==> src/rtl/shared_pkg.sv <==
// Shared types and defaults for the burst SPI-RAM slave: FSM states,
// command codes and default geometry.
package shared_pkg;

   typedef enum logic [2:0] {
      IDLE,
      CMD,
      ADDR,
      WRITE,
      READ,
      IGNORE
   } spi_burst_state_e;

   localparam logic [1:0] CMD_WR = 2'b00;
   localparam logic [1:0] CMD_RD = 2'b01;

   localparam int DEF_MEM_WIDTH = 8;
   localparam int DEF_MEM_DEPTH = 256;
   localparam int DEF_ADDR_SIZE = 8;

   function automatic int max_int(input int a, input int b);
      return (a > b) ? a : b;
   endfunction

endpackage

==> src/rtl/spi_ram_mem.sv <==
// Word-wide register array: one synchronous write port, one combinational
// read port, intentionally without reset.
module spi_ram_mem
   import shared_pkg::*;
#(
   parameter int MEM_WIDTH = DEF_MEM_WIDTH,
   parameter int MEM_DEPTH = DEF_MEM_DEPTH,
   parameter int ADDR_SIZE = DEF_ADDR_SIZE
) (
   input  logic                 clk,
   input  logic                 we,
   input  logic [ADDR_SIZE-1:0] wr_addr,
   input  logic [MEM_WIDTH-1:0] wr_data,
   input  logic [ADDR_SIZE-1:0] rd_addr,
   output logic [MEM_WIDTH-1:0] rd_data
);

   logic [MEM_WIDTH-1:0] mem [MEM_DEPTH];

   always_ff @(posedge clk) begin
      if (we) mem[wr_addr] <= wr_data;
   end

   assign rd_data = mem[rd_addr];

endmodule

==> src/rtl/spi_ram_burst_slave.sv <==
// SPI slave with burst read/write into an on-chip RAM; address auto-increments
// and wraps at MEM_DEPTH.
//
// state  | meaning
// IDLE   | SS_n high, waiting for frame start
// CMD    | shifting the 2-bit command
// ADDR   | shifting the start address
// WRITE  | shifting in data words, committing each complete word
// READ   | streaming words out on MISO, MOSI ignored
// IGNORE | bad command or address, discard until SS_n high
module spi_ram_burst_slave
   import shared_pkg::*;
#(
   parameter int MEM_WIDTH = DEF_MEM_WIDTH,
   parameter int MEM_DEPTH = DEF_MEM_DEPTH,
   parameter int ADDR_SIZE = DEF_ADDR_SIZE
) (
   input  logic clk,
   input  logic rst_n,
   input  logic SS_n,
   input  logic MOSI,
   output logic MISO,
   output logic busy,
   output logic err
);

   localparam int CNT_W   = $clog2(max_int(MEM_WIDTH, ADDR_SIZE)) + 1;
   localparam int RX_BITS = max_int(MEM_WIDTH, ADDR_SIZE) - 1;

   localparam logic [CNT_W-1:0]     CMD_LAST  = CNT_W'(1);
   localparam logic [CNT_W-1:0]     ADDR_LAST = CNT_W'(ADDR_SIZE - 1);
   localparam logic [CNT_W-1:0]     WORD_LAST = CNT_W'(MEM_WIDTH - 1);
   localparam logic [ADDR_SIZE-1:0] LAST_ADDR = ADDR_SIZE'(MEM_DEPTH - 1);
   localparam logic [ADDR_SIZE:0]   DEPTH_L   = (ADDR_SIZE + 1)'(MEM_DEPTH);

   spi_burst_state_e     state;
   logic [CNT_W-1:0]     bit_cnt;
   logic [RX_BITS-1:0]   rx_shift;
   logic [MEM_WIDTH-1:0] tx_shift;
   logic [ADDR_SIZE-1:0] addr_q;
   logic                 is_rd;

   logic [RX_BITS-1:0]   rx_next;
   logic [ADDR_SIZE-1:0] addr_in;
   logic [MEM_WIDTH-1:0] word_in;
   logic [1:0]           cmd_in;
   logic                 addr_ok;
   logic                 mem_we;
   logic [ADDR_SIZE-1:0] rd_addr;
   logic [MEM_WIDTH-1:0] rd_data;

   function automatic logic [ADDR_SIZE-1:0] next_addr(input logic [ADDR_SIZE-1:0] a);
      return (a == LAST_ADDR) ? '0 : a + 1'b1;
   endfunction

   // Field values include the bit being sampled on this edge.
   assign rx_next = RX_BITS'({rx_shift, MOSI});
   assign addr_in = ADDR_SIZE'({rx_shift, MOSI});
   assign word_in = MEM_WIDTH'({rx_shift, MOSI});
   assign cmd_in  = {rx_shift[0], MOSI};
   assign addr_ok = ({1'b0, addr_in} < DEPTH_L);
   assign mem_we  = (state == WRITE) && !SS_n && (bit_cnt == WORD_LAST);
   assign rd_addr = (state == ADDR) ? addr_in : addr_q;
   assign MISO    = tx_shift[MEM_WIDTH-1];

   spi_ram_mem #(
      .MEM_WIDTH (MEM_WIDTH),
      .MEM_DEPTH (MEM_DEPTH),
      .ADDR_SIZE (ADDR_SIZE)
   ) u_mem (
      .clk     (clk),
      .we      (mem_we),
      .wr_addr (addr_q),
      .wr_data (word_in),
      .rd_addr (rd_addr),
      .rd_data (rd_data)
   );

   always_ff @(posedge clk or negedge rst_n) begin
      if (!rst_n) begin
         state    <= IDLE;
         bit_cnt  <= '0;
         rx_shift <= '0;
         tx_shift <= '0;
         addr_q   <= '0;
         is_rd    <= 1'b0;
         busy     <= 1'b0;
         err      <= 1'b0;
      end else begin
         err <= 1'b0;
         if (SS_n) begin
            state    <= IDLE;
            busy     <= 1'b0;
            bit_cnt  <= '0;
            tx_shift <= '0;
         end else begin
            case (state)
               IDLE: begin
                  state   <= CMD;
                  busy    <= 1'b1;
                  bit_cnt <= '0;
               end
               CMD: begin
                  rx_shift <= rx_next;
                  if (bit_cnt == CMD_LAST) begin
                     bit_cnt <= '0;
                     if (cmd_in == CMD_WR || cmd_in == CMD_RD) begin
                        is_rd <= (cmd_in == CMD_RD);
                        state <= ADDR;
                     end else begin
                        err   <= 1'b1;
                        state <= IGNORE;
                     end
                  end else begin
                     bit_cnt <= bit_cnt + 1'b1;
                  end
               end
               ADDR: begin
                  rx_shift <= rx_next;
                  if (bit_cnt == ADDR_LAST) begin
                     bit_cnt <= '0;
                     if (!addr_ok) begin
                        err   <= 1'b1;
                        state <= IGNORE;
                     end else if (is_rd) begin
                        // First word is fetched on the last address edge so
                        // its MSB drives MISO with no gap cycle.
                        tx_shift <= rd_data;
                        addr_q   <= next_addr(addr_in);
                        state    <= READ;
                     end else begin
                        addr_q <= addr_in;
                        state  <= WRITE;
                     end
                  end else begin
                     bit_cnt <= bit_cnt + 1'b1;
                  end
               end
               WRITE: begin
                  rx_shift <= rx_next;
                  if (bit_cnt == WORD_LAST) begin
                     bit_cnt <= '0;
                     addr_q  <= next_addr(addr_q);
                  end else begin
                     bit_cnt <= bit_cnt + 1'b1;
                  end
               end
               READ: begin
                  if (bit_cnt == WORD_LAST) begin
                     bit_cnt  <= '0;
                     tx_shift <= rd_data;
                     addr_q   <= next_addr(addr_q);
                  end else begin
                     bit_cnt  <= bit_cnt + 1'b1;
                     tx_shift <= tx_shift << 1;
                  end
               end
               IGNORE: begin
                  state <= IGNORE;
               end
               default: begin
                  state <= IDLE;
                  busy  <= 1'b0;
               end
            endcase
         end
      end
   end

endmodule

==> config.mk <==
export PLATFORM = sky130hd
export DESIGN_NAME = spi_ram_burst_slave
export DESIGN_NICKNAME = d
export VERILOG_FILES = /design/src/rtl/shared_pkg.sv /design/src/rtl/spi_ram_mem.sv /design/src/rtl/spi_ram_burst_slave.sv
export SDC_FILE = /design/constraint.sdc
export NUM_CORES = 2
export LEC_CHECK = 0
export BUFFER_PORTS_ARGS = -buffer_cell sky130_fd_sc_hd__clkbuf_2
export CORE_MARGIN = 2
export CORE_UTILIZATION = 25
export DETAILED_ROUTE_END_ITERATION = 12
export GPL_ROUTABILITY_DRIVEN = 0
export GPL_TIMING_DRIVEN = 1
export HOLD_SLACK_MARGIN = 0.1
export SLEW_MARGIN = 15
export SYNTH_ARGS = -nofsm -noshare
export SYNTH_HDL_FRONTEND = slang
export SYNTH_SLANG_ARGS = --single-unit
==> constraint.sdc <==
create_clock -name clk -period 10.04 [get_ports clk]
set_input_delay 1.004 -clock clk [delete_from_list [all_inputs] [get_ports clk]]
set_output_delay 1.004 -clock clk [all_outputs]
set_load 0.02 [all_outputs]
Yosys cells after proc, flatten, opt, wreduce, memory -nomap -nowiden
Memories as Yosys holds them, arrays and structs flattened.
Index checks and enable logic that the tools add are counted.
{ "totals": {"register_bits": 33, "ram_bits": 2048, "inputBits": 4, "out_inout_bits": 3, "elab_cells": 78, "memories": 1} }
{ "mem_list": {"columns": ["name", "depth", "width", "rd", "rd_ports_with_merged_regs", "write_ports", "line", "source"], "rows": [
  ["u_mem.mem", 256, 8, 1, 0, 1, "spi_ram_mem.sv:18", "logic [MEM_WIDTH-1:0] mem [MEM_DEPTH];"]
]} }
{ "op_classes": {"addsub": 3, "n_eq_ne": 17, "muxes": 30, "bitwise_logic": 1, "reduce_logical": 18} }
{ "ops": {"columns": ["operator", "n"], "rows": [
  ["two-way mux 8 bit", 10],
  ["case mux 8 bit (2 select lines)", 2],
  ["adder 8 x 1 -> 8 bit (second input constant)", 2],
  ["equality test 8 bit (second input constant)", 2],
  ["two-way mux 3 bit", 5],
  ["case mux 3 bit (5 select lines)", 1],
  ["two-way mux 4 bit", 3],
  ["case mux 4 bit (3 select lines)", 1],
  ["!= test 2 x 1 -> 1 bit (second input constant)", 4],
  ["AND reduction 4 bit", 2],
  ["two-way mux 1 bit", 7],
  ["equality test 3 x 2 -> 1 bit (second input constant)", 2],
  ["equality test 3 bit (second input constant)", 2],
  ["!= test 3 bit (second input constant)", 2],
  ["AND reduction 3 bit", 2],
  ["OR reduction 3 bit", 2],
  ["OR reduction 5 bit", 1],
  ["adder 4 x 1 -> 4 bit (second input constant)", 1],
  ["equality test 4 x 1 -> 1 bit (second input constant)", 1],
  ["equality test 4 x 3 -> 1 bit (second input constant)", 1],
  ["nonzero test 4 bit", 1],
  ["equality test 3 x 1 -> 1 bit (second input constant)", 1],
  ["logical NOT 3 bit", 1],
  ["!= test 3 x 2 -> 1 bit (second input constant)", 1],
  ["11 further kinds", 12]
]} }

Longest topological paths before layout
An unclocked memory read counts as a cell.
{ "logic_depth": {"depth_word": 7, "mapped_depth": 16, "depth_no_buf": 10} }

By module
Synthesis repeated with hierarchy kept, for this count alone.
{ "hier_totals": {"cells_unflattened": 3972, "area_unflattened_um2": 81598.3} }
{ "modules_own_cells": {"columns": ["module", "instances", "cells_per_inst", "area_per_inst_um2", "seq_area_each_um2"], "rows": [
  ["spi_ram_mem", 1, 3725, 79396.1, 61499.0],
  ["spi_ram_burst_slave", 1, 247, 2202.1, 825.8]
]} }

Least setup slack after synthesis
No wires, ideal clock.
{ "synth_path": {"path_type": "register to register", "startpoint": "register rx_shift[1]", "endpoint": "register tx_shift[0]", "setup_time_ns": 0.134, "t_arrival_ns": 5.903, "t_required_ns": 9.906, "slack_ns": 4.003, "path_stages_with_launch": 12, "n_path_buf": 4, "synth_period_minus_slack_ns": 6.037, "path_cell_list": "dfrtp_1 > inv_1 > mux2i_1 > buf_2 > buf_2 > buf_1 > buf_2 > mux4_2 > a22oi_1 > nand3_1 > a32oi_1 > o211ai_1"} }
{ "synth_via": {"elab_chain_cells": 6, "elab_cells_between_ends": 7, "classes_between": "mux: 6; memory: 1"} }
{ "synth_rtl": {"columns": ["item", "line", "source"], "rows": [
  ["start, declared", "spi_ram_burst_slave.sv:38", "logic [RX_BITS-1:0] rx_shift;"],
  ["start signal, assigned", "spi_ram_burst_slave.sv:104", "rx_shift <= rx_next;"],
  ["start signal, assigned", "spi_ram_burst_slave.sv:119", "rx_shift <= rx_next;"],
  ["start signal, assigned", "spi_ram_burst_slave.sv:140", "rx_shift <= rx_next;"],
  ["two-way mux 8 bit *", "spi_ram_burst_slave.sv:63", "assign rd_addr = (state == ADDR) ? addr_in : addr_q;"],
  ["memory (256 x 8 bit) *", null, null],
  ["two-way mux 8 bit", "spi_ram_burst_slave.sv:125", "end else if (is_rd) begin"],
  ["two-way mux 8 bit", "spi_ram_burst_slave.sv:120", "if (bit_cnt == ADDR_LAST) begin"],
  ["case mux 8 bit (2 select lines) *", "spi_ram_burst_slave.sv:97", "case (state)"],
  ["two-way mux 8 bit *", "spi_ram_burst_slave.sv:91", "if (SS_n) begin"],
  ["end signal, assigned", "spi_ram_burst_slave.sv:128", "tx_shift <= rd_data;"],
  ["end signal, assigned", "spi_ram_burst_slave.sv:151", "tx_shift <= rd_data;"],
  ["end signal, assigned", "spi_ram_burst_slave.sv:155", "tx_shift <= tx_shift << 1;"],
  ["end, declared", "spi_ram_burst_slave.sv:39", "logic [MEM_WIDTH-1:0] tx_shift;"]
]} }
Mark *: on every way between the ends. The rest lies on a longest branch, timed or not. The select of a mux whose other input is x is not followed.
A chain may end at the register's enable or synchronous reset.

Worst setup path in the final report
{ "layout_path": {"startpoint": "register state[2]", "endpoint": "register tx_shift[4]"} }
{ "layout_via": {"elab_chain_cells": 7, "elab_cells_between_ends": 13, "classes_between": "eq/ne: 4; mux: 6; reduce/logical: 2; memory: 1"} }
{ "layout_rtl": {"columns": ["item", "line", "source"], "rows": [
  ["start, declared", "spi_ram_burst_slave.sv:36", "spi_burst_state_e state;"],
  ["start signal, assigned", "spi_ram_burst_slave.sv:81", "state <= IDLE;"],
  ["start signal, assigned", "spi_ram_burst_slave.sv:92", "state <= IDLE;"],
  ["start signal, assigned", "spi_ram_burst_slave.sv:99", "state <= CMD;"],
  ["equality test 3 x 2 -> 1 bit", "spi_ram_burst_slave.sv:63, spi_ram_burst_slave.sv:97", null],
  ["two-way mux 8 bit", "spi_ram_burst_slave.sv:63", null],
  ["memory (256 x 8 bit)", null, null],
  ["two-way mux 8 bit", "spi_ram_burst_slave.sv:125", null],
  ["two-way mux 8 bit", "spi_ram_burst_slave.sv:120", null],
  ["case mux 8 bit (2 select lines)", "spi_ram_burst_slave.sv:97", null],
  ["two-way mux 8 bit", "spi_ram_burst_slave.sv:91", null]
]} }
Parallel ways exist; a longest one is shown, timed or not. The select of a mux whose other input is x is not followed.

==> results.toml <==
[timing]
period_share_pct = 61.3
fin_tns_setup_ns = 0
max_freq_mhz = 162
tightest_slew_ns = 1.27
drv_slew = 0
layout_setup_ws_ns = 3.88
setup_viol = 0
slew_headroom_pct = 14.8
rsz0062_at_grt = "false"
hold_violations = 0
period_needed_ns = 6.16
fin_skew_ns = 0.0489

[finish]
mostFrequentLayoutCells = "edfxtp_1 (2048), nand2_1 (967), nand3_1 (356)"
layout_commonest_cell = "edfxtp_1"
final_nets = 5239
area_growth_pct = 14.1
drive_above_1_share_pct = 12.6

[yosys]
yosysWarnings = 0
synth_area_leaders = "edfxtp_1 (74%), mux4_2 (5.9%), nand2_1 (4.4%)"
async_flop_share_pct = 1.59
yosysUniqueCellTypes = 74
syn_inst = 5211
yosysTopAreaCellShare_pct = 74.5
syn_area_um2 = 82600
synth_top_cell_by_area = "edfxtp_1"
synth-edff-count = 2048
synth_fp_nets = 5224
avgSynthCellArea_um2 = 15.8
ys_seq_elements = 2081
ys.flop_type = "edfxtp_1"
yosysSeqAreaShare_pct = 75.5

[die]
start_util_pct = 25.1
die_h_um = 579
fp.dieArea_um2 = 335000
coreArea_um2 = 329000
std_cell_rows = 211
dieWidth_um = 579
ios = 7

[clock_network]
clock_latency_ns = 0.87
cts_root_buffer = "clkbuf_16"
clkSlewWorstSetupHoldPaths_ns = 0.06
cts_inserted_buffers = 201
cts_hold_buf = 0
cts_tree = "built"
clock_sinks = 2081
post_cts_buffers = 0
cts_resized = 0
cts.htree.levels = 4
clk_path_buf_depth = 3

[drt]
drt_wl_total_mm = 245
vias_per_cell = 4.96
drtAntennaViolNets = 0
wire_per_inst_um = 25.1
drt-initial-drc-count = 7102
via_count = 48400
drc = 0
firstDrtPassIters = 6

[global_routing]
antenna_found_initial = 11
grt_pass1_vias = 46200
grt_max_degree = 126
overflow = 0
groute.usage.overall_pct = 14.2
grt_pass1_wl_mm = 346

[job]
maxCapViolCount = 0

[critical_path]
cp.arrival_ns = 6.88
crit_path_start_kind = "flop"
end_kind = "flop"
regToRegStartpoint = "state[2]"
cp.required_ns = 10.77
cp_max_fo = 110
criticalPathCategory = "reg -> reg"
critPathLaunch = "state[2]"

[placed_design]
pre_cts_ws_ns = 3.50
portBuffers = 6
dp_hpwl_mm = 146

[pwr]
p_per_area_nw_per_um2 = 230
ir_drop_v = 0.000169
power_leakage_uw = 0.0301

[hold_path]
hold_path_class = "in -> async"

[status]
status = "complete, no violations"
[metrics by stage]
stage / cells / util (%) / hold slack (ns) / cell area (µm²) / total power, µW
after floorplan: 5211 / - / 0.438 / 82600 / 13000
after detailed placement: 9389 / 26.6 / 0.468 / 87600 / 14100
after CTS: 9767 / 28.6 / 0.177 / 94200 / 21700
after global placement: 9389 / 26.6 / 0.463 / 87600 / 14100
final: 9769 / 28.6 / 0.216 / 94200 / 21600
after global routing: 9767 / 28.6 / 0.214 / 94200 / 22200
[cells in the mapped netlist, drive strengths merged (5+ instances only)]
| cell | n |
|---|---|
| edfxtp | 2048 |
| nand2 | 967 |
| nand3 | 359 |
| nor2 | 309 |
| mux4 | 218 |
| buf | 206 |
| mux2i | 192 |
| a21oi | 163 |
| clkbuf | 108 |
| o22ai | 91 |
| o21ai | 65 |
| a31oi | 62 |
| nand4 | 50 |
| a22oi | 38 |
| dfrtp | 33 |
| nor4 | 28 |
| a32oi | 25 |
| a211oi | 21 |
| inv | 16 |
| nor3 | 16 |
| a311oi | 14 |
| a221oi | 13 |
| a2111oi | 11 |
| or4 | 11 |
| and3 | 9 |
| ha | 9 |
| mux2 | 9 |
| o41ai | 9 |
| nand2b | 8 |
| o2111ai | 8 |
| nor3b | 7 |
| o211ai | 7 |
| nor2b | 6 |
| a22o | 5 |
| a32o | 5 |
[worst max-delay path: stages (launching register included)]
cell	delay, ns
dfrtp_1	0.72
or3b_4	0.76
a21o_4	0.85
buf_12	0.54
buf_4	0.89
mux4_2	0.60
a22oi_1	0.21
nand3_1	0.12
nor4bb_1	0.62
o31a_1	0.37
o41ai_1	0.10
[cell type report]
type,instances,area (µm²)
repair buffers,126,1050
clock inverters,140,1440
fillers,32600,235000
clock buffers,238,5210
multi-input cells,2800,18700
flip-flops and latches,2081,62400
diodes,2,5.00
well taps,4366,5460
inverters,16,60.1
[routing by layer]
layer	track usage, %	part of all wire [%]
met1	19.3	40
met3	3.05	10
met2	22.1	46
met5	0	0.011
met4	5.28	3.7
[final timing paths]
kind / depth (start not counted) / slack [ns] / to
worst min register to register: 2 / 0.48 / tx_shift[5]
worst min-delay path: 2 / 0.22 / err
min in group clk: 2 / 0.48 / tx_shift[5]
worst max-delay path: 10 / 3.88 / tx_shift[4]
max in group asynchronous: 2 / 9.32 / rx_shift[4]
worst max register to register: 10 / 3.88 / tx_shift[4]
[state kept, by name, summed over array words and instances, names as in the netlist]
name,cells
tx_shift,8
err,1
busy,1
state,3
rx_shift,7
bit_cnt,4
addr_q,8
is_rd,1
u_mem.mem,2048
[logic make-up after synthesis]
group                    count (synthesis)  synth area share, %
multiplexers                           419                 8.40
flip-flops                            2081                 75.5
adder cells (fa/ha/maj)                  9                0.136
XOR/XNOR                                 6               0.0636
AO/OA/AOI/OAI                          581                 4.61
buffers and inverters                  330                 2.16
AND/OR/NAND/NOR                       1785                 9.16
[power by group]
group | leakage, µW | internal, µW | total (µW) | switching (µW)
clock | 0.00324 | 4290 | 7630 | 3340
combinational | 0.00781 | 854 | 3340 | 2480
sequential | 0.0191 | 10500 | 10700 | 205
No activity file was read; power rests on OpenSTA's default activity.
